$ cat config.mk
export PLATFORM = sky130hd
export DESIGN_NAME = wb_reg_writer
export DESIGN_NICKNAME = d
export VERILOG_FILES = /design/src/rtl/wb_pkg.sv /design/src/rtl/wb_sel_mux.sv /design/src/rtl/wb_reg_writer.sv
export SDC_FILE = /design/constraint.sdc
export NUM_CORES = 1
export LEC_CHECK = 0
export BUFFER_PORTS_ARGS = -buffer_cell sky130_fd_sc_hd__buf_4
export CORE_MARGIN = 2
export CORE_UTILIZATION = 50
export DETAILED_ROUTE_END_ITERATION = 16
export PLACE_DENSITY_LB_ADDON = 0.05
export SETUP_SLACK_MARGIN = 0.4
export SKIP_LAST_GASP = 1
export SYNTH_ARGS = -nofsm -noshare
export SYNTH_HDL_FRONTEND = slang
export SYNTH_SLANG_ARGS = --single-unit
$ cat constraint.sdc
create_clock -name clk -period 2.4 [get_ports clk]
set_clock_uncertainty 0.15 [all_clocks]
set_input_delay 0.48 -clock clk [delete_from_list [all_inputs] [get_ports clk]]
set_output_delay 0.48 -clock clk [all_outputs]
set_load 0.005 [all_outputs]
$ cat src/rtl/wb_pkg.sv
// -----------------------------------------------------------------------------
// wb_pkg
// Shared writeback-control constants, used both by the WB decode ROM and by
// the writeback executor (wb_reg_writer / wb_sel_mux).
//   WADD_* : address-select encodings carried in WB_CNT[4:2]
//   WDAT_* : data-select encodings carried in WB_CNT[1]
//   state_t: writeback executor FSM states
// -----------------------------------------------------------------------------
package wb_pkg;

    localparam logic [2:0] WADD_RD   = 3'b000;
    localparam logic [2:0] WADD_RN   = 3'b001;
    localparam logic [2:0] WADD_LR   = 3'b010;
    localparam logic [2:0] WADD_DUAL = 3'b011;

    localparam logic WDAT_ALU = 1'b0;
    localparam logic WDAT_MEM = 1'b1;

    typedef enum logic {
        IDLE   = 1'b0,
        SECOND = 1'b1
    } state_t;

endpackage : wb_pkg

$ cat src/rtl/wb_sel_mux.sv
// -----------------------------------------------------------------------------
// wb_sel_mux
// Combinational decode of the 5-bit writeback control word into the first
// register-file write of a request.
// Ports:
//   cnt    in   5   [4:2] address select, [1] data select, [0] write enable
//   rd     in   AW  destination index
//   rn     in   AW  base index
//   alu    in   DW  ALU result / updated base address
//   mem    in   DW  memory load data
//   we     out  1   request produces a write
//   err    out  1   reserved address select with write enable set
//   dual   out  1   load-with-base-writeback (second write to rn follows)
//   waddr  out  AW  first write index
//   wdata  out  DW  first write data
// -----------------------------------------------------------------------------
module wb_sel_mux
    import wb_pkg::*;
#(
    parameter int DW     = 32,
    parameter int AW     = 4,
    parameter int LR_IDX = 14
) (
    input  logic [4:0]    cnt,
    input  logic [AW-1:0] rd,
    input  logic [AW-1:0] rn,
    input  logic [DW-1:0] alu,
    input  logic [DW-1:0] mem,
    output logic          we,
    output logic          err,
    output logic          dual,
    output logic [AW-1:0] waddr,
    output logic [DW-1:0] wdata
);

    logic [2:0] wadd_sel;
    logic       wdat_sel;
    logic       w_bit;

    assign wadd_sel = cnt[4:2];
    assign wdat_sel = cnt[1];
    assign w_bit    = cnt[0];

    always_comb begin
        // NOTE: every output gets a default first so no path leaves one unassigned (no latch).
        we    = 1'b0;
        err   = 1'b0;
        dual  = 1'b0;
        waddr = rd;
        wdata = (wdat_sel == WDAT_MEM) ? mem : alu;

        unique case (wadd_sel)
            WADD_RD: begin
                we    = w_bit;
                waddr = rd;
            end
            WADD_RN: begin
                we    = w_bit;
                waddr = rn;
            end
            WADD_LR: begin
                we    = w_bit;
                waddr = AW'(LR_IDX);
            end
            WADD_DUAL: begin
                // First half of load-with-writeback always writes the load data,
                // the data-select bit is meaningless here.
                we    = w_bit;
                dual  = w_bit;
                waddr = rd;
                wdata = mem;
            end
            default: begin
                // Reserved selects never write; flag them only when a write was asked for.
                err = w_bit;
            end
        endcase
    end

endmodule : wb_sel_mux

$ cat src/rtl/wb_reg_writer.sv
// -----------------------------------------------------------------------------
// wb_reg_writer
// Writeback-stage executor. Converts accepted writeback control words into
// registered register-file write pulses, including the two-cycle
// load-with-base-writeback (DUAL) sequence, flags R15 writes for fetch
// redirect, and keeps a forwarding entry of the last register written.
// Ports:
//   clk        in   1   clock
//   reset_n    in   1   asynchronous active-low reset
//   wb_valid   in   1   writeback request valid
//   wb_ready   out  1   request accepted on wb_valid & wb_ready at a rising edge
//   wb_cnt     in   5   writeback control word
//   wb_rd      in   AW  destination index
//   wb_rn      in   AW  base index
//   wb_alu     in   DW  ALU result / updated base address
//   wb_mem     in   DW  memory load data
//   rf_we      out  1   register-file write strobe (one pulse per write)
//   rf_waddr   out  AW  register-file write index (holds when rf_we=0)
//   rf_wdata   out  DW  register-file write data  (holds when rf_we=0)
//   pc_we      out  1   R15 written this cycle
//   pc_wdata   out  DW  redirect target, valid with pc_we
//   fwd_valid  out  1   forwarding entry valid
//   fwd_addr   out  AW  last register written
//   fwd_data   out  DW  last data written
//   wb_err     out  1   reserved select with write enable
// -----------------------------------------------------------------------------
module wb_reg_writer
    import wb_pkg::*;
#(
    parameter int DW     = 32,
    parameter int AW     = 4,
    parameter int LR_IDX = 14,
    parameter int PC_IDX = 15
) (
    input  logic          clk,
    input  logic          reset_n,
    input  logic          wb_valid,
    output logic          wb_ready,
    input  logic [4:0]    wb_cnt,
    input  logic [AW-1:0] wb_rd,
    input  logic [AW-1:0] wb_rn,
    input  logic [DW-1:0] wb_alu,
    input  logic [DW-1:0] wb_mem,
    output logic          rf_we,
    output logic [AW-1:0] rf_waddr,
    output logic [DW-1:0] rf_wdata,
    output logic          pc_we,
    output logic [DW-1:0] pc_wdata,
    output logic          fwd_valid,
    output logic [AW-1:0] fwd_addr,
    output logic [DW-1:0] fwd_data,
    output logic          wb_err
);

    state_t        state_q, state_d;
    logic          ready_q;

    // Pending second half of a DUAL request
    logic [AW-1:0] second_addr_q;
    logic [DW-1:0] second_data_q;
    logic          second_en_q;
    logic          load_second;

    // Decoded first write of the incoming request
    logic          sel_we, sel_err, sel_dual;
    logic [AW-1:0] sel_waddr;
    logic [DW-1:0] sel_wdata;

    // Write to be registered at the next edge
    logic          w_en, w_err;
    logic [AW-1:0] w_addr;
    logic [DW-1:0] w_data;

    logic          accept;

    wb_sel_mux #(
        .DW     (DW),
        .AW     (AW),
        .LR_IDX (LR_IDX)
    ) u_sel_mux (
        .cnt   (wb_cnt),
        .rd    (wb_rd),
        .rn    (wb_rn),
        .alu   (wb_alu),
        .mem   (wb_mem),
        .we    (sel_we),
        .err   (sel_err),
        .dual  (sel_dual),
        .waddr (sel_waddr),
        .wdata (sel_wdata)
    );

    // ready_q keeps wb_ready low throughout reset and rises at the first edge after release.
    assign wb_ready = ready_q && (state_q == IDLE);
    assign accept   = wb_valid && wb_ready;

    always_comb begin
        state_d     = state_q;
        w_en        = 1'b0;
        w_err       = 1'b0;
        w_addr      = sel_waddr;
        w_data      = sel_wdata;
        load_second = 1'b0;

        unique case (state_q)
            IDLE: begin
                if (accept) begin
                    w_en  = sel_we;
                    w_err = sel_err;
                    if (sel_dual) begin
                        load_second = 1'b1;
                        state_d     = SECOND;
                    end
                end
            end
            SECOND: begin
                // Occupies the cycle even when Rd==Rn suppressed the write.
                w_en    = second_en_q;
                w_addr  = second_addr_q;
                w_data  = second_data_q;
                state_d = IDLE;
            end
            default: state_d = IDLE;
        endcase
    end

    // NOTE: sequential state uses non-blocking assignments so all flops update together at the edge.
    always_ff @(posedge clk or negedge reset_n) begin
        if (!reset_n) begin
            // NOTE: every flop here is reset, including the pending-write latch, so a DUAL cut by reset cannot leak a write.
            state_q       <= IDLE;
            ready_q       <= 1'b0;
            second_addr_q <= '0;
            second_data_q <= '0;
            second_en_q   <= 1'b0;
            rf_we         <= 1'b0;
            rf_waddr      <= '0;
            rf_wdata      <= '0;
            pc_we         <= 1'b0;
            pc_wdata      <= '0;
            fwd_valid     <= 1'b0;
            fwd_addr      <= '0;
            fwd_data      <= '0;
            wb_err        <= 1'b0;
        end else begin
            state_q <= state_d;
            ready_q <= 1'b1;
            rf_we   <= w_en;
            wb_err  <= w_err;
            pc_we   <= w_en && (w_addr == AW'(PC_IDX));

            if (load_second) begin
                second_addr_q <= wb_rn;
                second_data_q <= wb_alu;
                // Load data wins when base and destination coincide.
                second_en_q   <= (wb_rn != wb_rd);
            end

            if (w_en) begin
                rf_waddr  <= w_addr;
                rf_wdata  <= w_data;
                fwd_valid <= 1'b1;
                fwd_addr  <= w_addr;
                fwd_data  <= w_data;
                if (w_addr == AW'(PC_IDX)) begin
                    pc_wdata <= w_data;
                end
            end
        end
    end

endmodule : wb_reg_writer

==> metrics.md <==
| Metric | Value |
|---|---|
| Seq/Total Area, Yosys | `~51%` |
| Synth top area cells | `dfrtp_1 51%, mux2_2 13%, mux2_4 8.1%` |
| DR pass1 iterations | `4` |
| Routed via count | `around 3.7k` |
| Root buf cell | `clkbuf_8` |
| Power Total | `about 5 mW` |
| Pins over their slew limit | `0` |
| Status | `finished clean` |
| Max_cap viols | `0` |
| I/O pins | `about 190` |
| Max clock buf depth | `2` |
| Total global routing overflow | `0` |
| Hold crit path type | `in -> reg` |
| Die Footprint | `approximately 0.012 mm²` |
| Multi-input gate area | `roughly 0.0022 mm²` |
| Final worst slack | `about 430 ps` |
| Clk slew on worst S/H paths | `roughly 100 ps` |
| Nets | `between 600 and 700` |
| Setup Viol. Count Final | `0` |
| Pre-CTS setup slack | `197.3 ps` |
| TritonCTS Sinks | `111` |
| Via/cell ratio | `approximately 5.1` |
| Most instantiated cells after synthesis | `111 x dfrtp_1, 61 x mux2_2, 39 x buf_4, 35 x nand2_1, 32 x mux2i_1` |
| WP data required | `2500 ps` |
| Routed WL per cell | `between 15 and 20 µm` |
| DRC | `0` |
| Fin crit share | `between 80% and 90%` |
| Sum of negative setup slack | `0 ps` |
| Clk_lat worst skew | `360 ps` |
| Synth Warn # | `0` |
| Site Rows | `37` |
| Worst Setup Start Kind | `flip-flop` |
| Die height | `about 110 µm` |
| Gp weighted congestion | `0.9011` |
| Htree depth | `3` |
| 1st-iter DRT viols | `roughly 130` |
| Top-area cell type share of the netlist area | `about half` |
| Leakage | `~3.3 nW` |
| Async SR Flop Fraction | `100.0%` |
| Max VDD drop | `approximately 0.00034 V` |
| Post-DP HPWL | `between 8000 and 9000 µm` |
| Syn-to-layout area delta | `31.45%` |
| WP data arrival | `2070 ps` |
| Placed Cells | `698` |
| Minimum clock period | `1974 ps` |
| Synth Flop Type | `dfrtp_1` |
| Most common cell in the netlist | `dfrtp_1` |
| Largest net degree at the start of global routing | `between 40 and 50` |
| Synth unique cells | `34` |
| Total wire length | `roughly 12,000 µm` |
| GRT Total Usage | `20.70%` |
| FF+latch count, synth | `~110` |
| Number of CTS-inserted buffers | `9` |
| Final ANT Viol Nets | `0` |
| RSZ-0062 raised after global routing | `no` |
| Mapped cell area | `about 0.0054 mm²` |
| Final hold vios | `0` |
| Layout cells sized above 1 | `roughly 56%` |
| Antenna violations before repair | `0` |
| Syn nets | `501` |
| CP Capture Type | `flip-flop` |
| Largest area contributor in the netlist | `dfrtp_1` |
| Pwr per Cell Area | `between 700 and 800 mW/mm²` |
| WS Path Type | `reg -> reg` |
| Initial Utilization | `approximately half` |
| CP Max Fanout | `20` |
| # diodes | `0` |
| R2R setup slack | `between 400 and 500 ps` |
| Die X | `107.9 µm` |
| Syn avg cell area | `12.81 µm²` |
| Fill cell count | `794` |
| Count of flip-flops with a built-in enable after synthesis | `0` |
| Post-layout util | `68.07%` |
| Mapped Cells | `between 400 and 500` |
| Max Fclk | `approximately 510 MHz` |
| Input/output buffers | `between 150 and 200` |
| Fin cells | `720` |
| Vias in the first global route | `between 3k and 4k` |
| Core ar. | `0.01042 mm²` |
| Global-route wire length before repair | `between 15,000 and 20,000 µm` |
| Register area | `about 0.0028 mm²` |
| CTS tree | `built` |
==> path summary, 6_finish.rpt <==
| check | startpoint | to | depth (start not counted) |
|---|---|---|---|
| setup / recovery | state_q$_DFF_PN0_ | second_data_q[16]$_DFFE_PN0P_ | 6 |
| hold reg to reg | fwd_valid$_DFFE_PN0P_ | fwd_valid$_DFFE_PN0P_ | 1 |
| setup reg to reg | state_q$_DFF_PN0_ | second_data_q[16]$_DFFE_PN0P_ | 6 |
| min in group asynchronous | reset_n | fwd_addr[0]$_DFFE_PN0P_ | 2 |
| max in group asynchronous | reset_n | second_data_q[28]$_DFFE_PN0P_ | 3 |
| hold / removal | wb_alu[17] | second_data_q[17]$_DFFE_PN0P_ | 2 |
==> cell usage in the layout (no fill, tap or decap), drive strengths merged, types with 3 or more instances in the layout <==
cell type,Yosys,layout
buf,53,205
dfrtp,111,111
mux2,100,100
nand2,35,35
o21ai,34,34
mux2i,32,32
clkbuf,7,12
a21oi,9,9
nor2,9,9
inv,4,7
o221ai,4,4
xor2,4,4
or2,4,4
nand3b,3,3
==> logic make-up after synthesis <==
kind of cell | share of synthesized area, %
xor+xnor | 0.6494
buf+inv | 7.933
other cells | 0.06952
mux | 28.83
flops | 51.50
compound gates | 5.776
simple gates | 5.243
==> worst max-delay path, stage by stage (launching register included) <==
cell and delay [ps]:
dfrtp_2 440, nor2b_4 140, nand4b_1 210, buf_4 210, nor2_4 170, buf_12 200
mux2_2 350
==> repair_timing <==
item                                   4_1_cts  5_1_grt
gates resized for setup                      2        3
setup buffers                                1        2
gates cloned                                 0        3
endpoints found under the hold margin       28        0
setup endpoints to repair                   60       24
pin swaps                                    2        3
hold buffers                                 1        0
==> metrics by stage <==
stage                     hold slack (ps)  instance area (µm²)
final                               195.6                 7091
after global routing                171.9                 7091
after CTS                           175.5                 7002
after detailed placement            296.6                 6773
after global placement              300.3                 6773
after floorplan                     34.41                 5429
==> sequential cells by signal (all words and copies together), names as in the netlist <==
signal,cells
state_q,1
second_addr_q,4
fwd_addr,4
fwd_data,32
ready_q,1
fwd_valid,1
pc_we,1
pc_wdata,32
second_en_q,1
wb_err,1
second_data_q,32
rf_we,1
==> layout make-up <==
class,instances,share of cell area (%)
well taps,136,2.400
multi-input cells,246,31.27
clock buffers,10,1.941
repair buffers,208,24.07
clock inverters,5,0.9176
flip-flops and latches,111,39.19
inverters,4,0.2118
==> power breakdown <==
| group | switching (mW) | leakage, nW | internal (mW) | total (mW) |
|---|---|---|---|---|
| Clock | 0.634 | 0.104 | 0.520 | 1.15 |
| Sequential | 0.252 | 1.26 | 2.22 | 2.47 |
| Combinational | 0.444 | 1.97 | 0.900 | 1.34 |
==> layer usage <==
metal / up-vias / wire length, µm / GRT usage (%)
met3: 10 / 644 / 3.450
met5: - / 0 / 0
met1: 1799 / 5377 / 26.94
met2: 115 / 6073 / 35.53
met4: 0 / 123 / 6.136
li1: 1743 / - / -
Power figures use the tool's default switching activity.
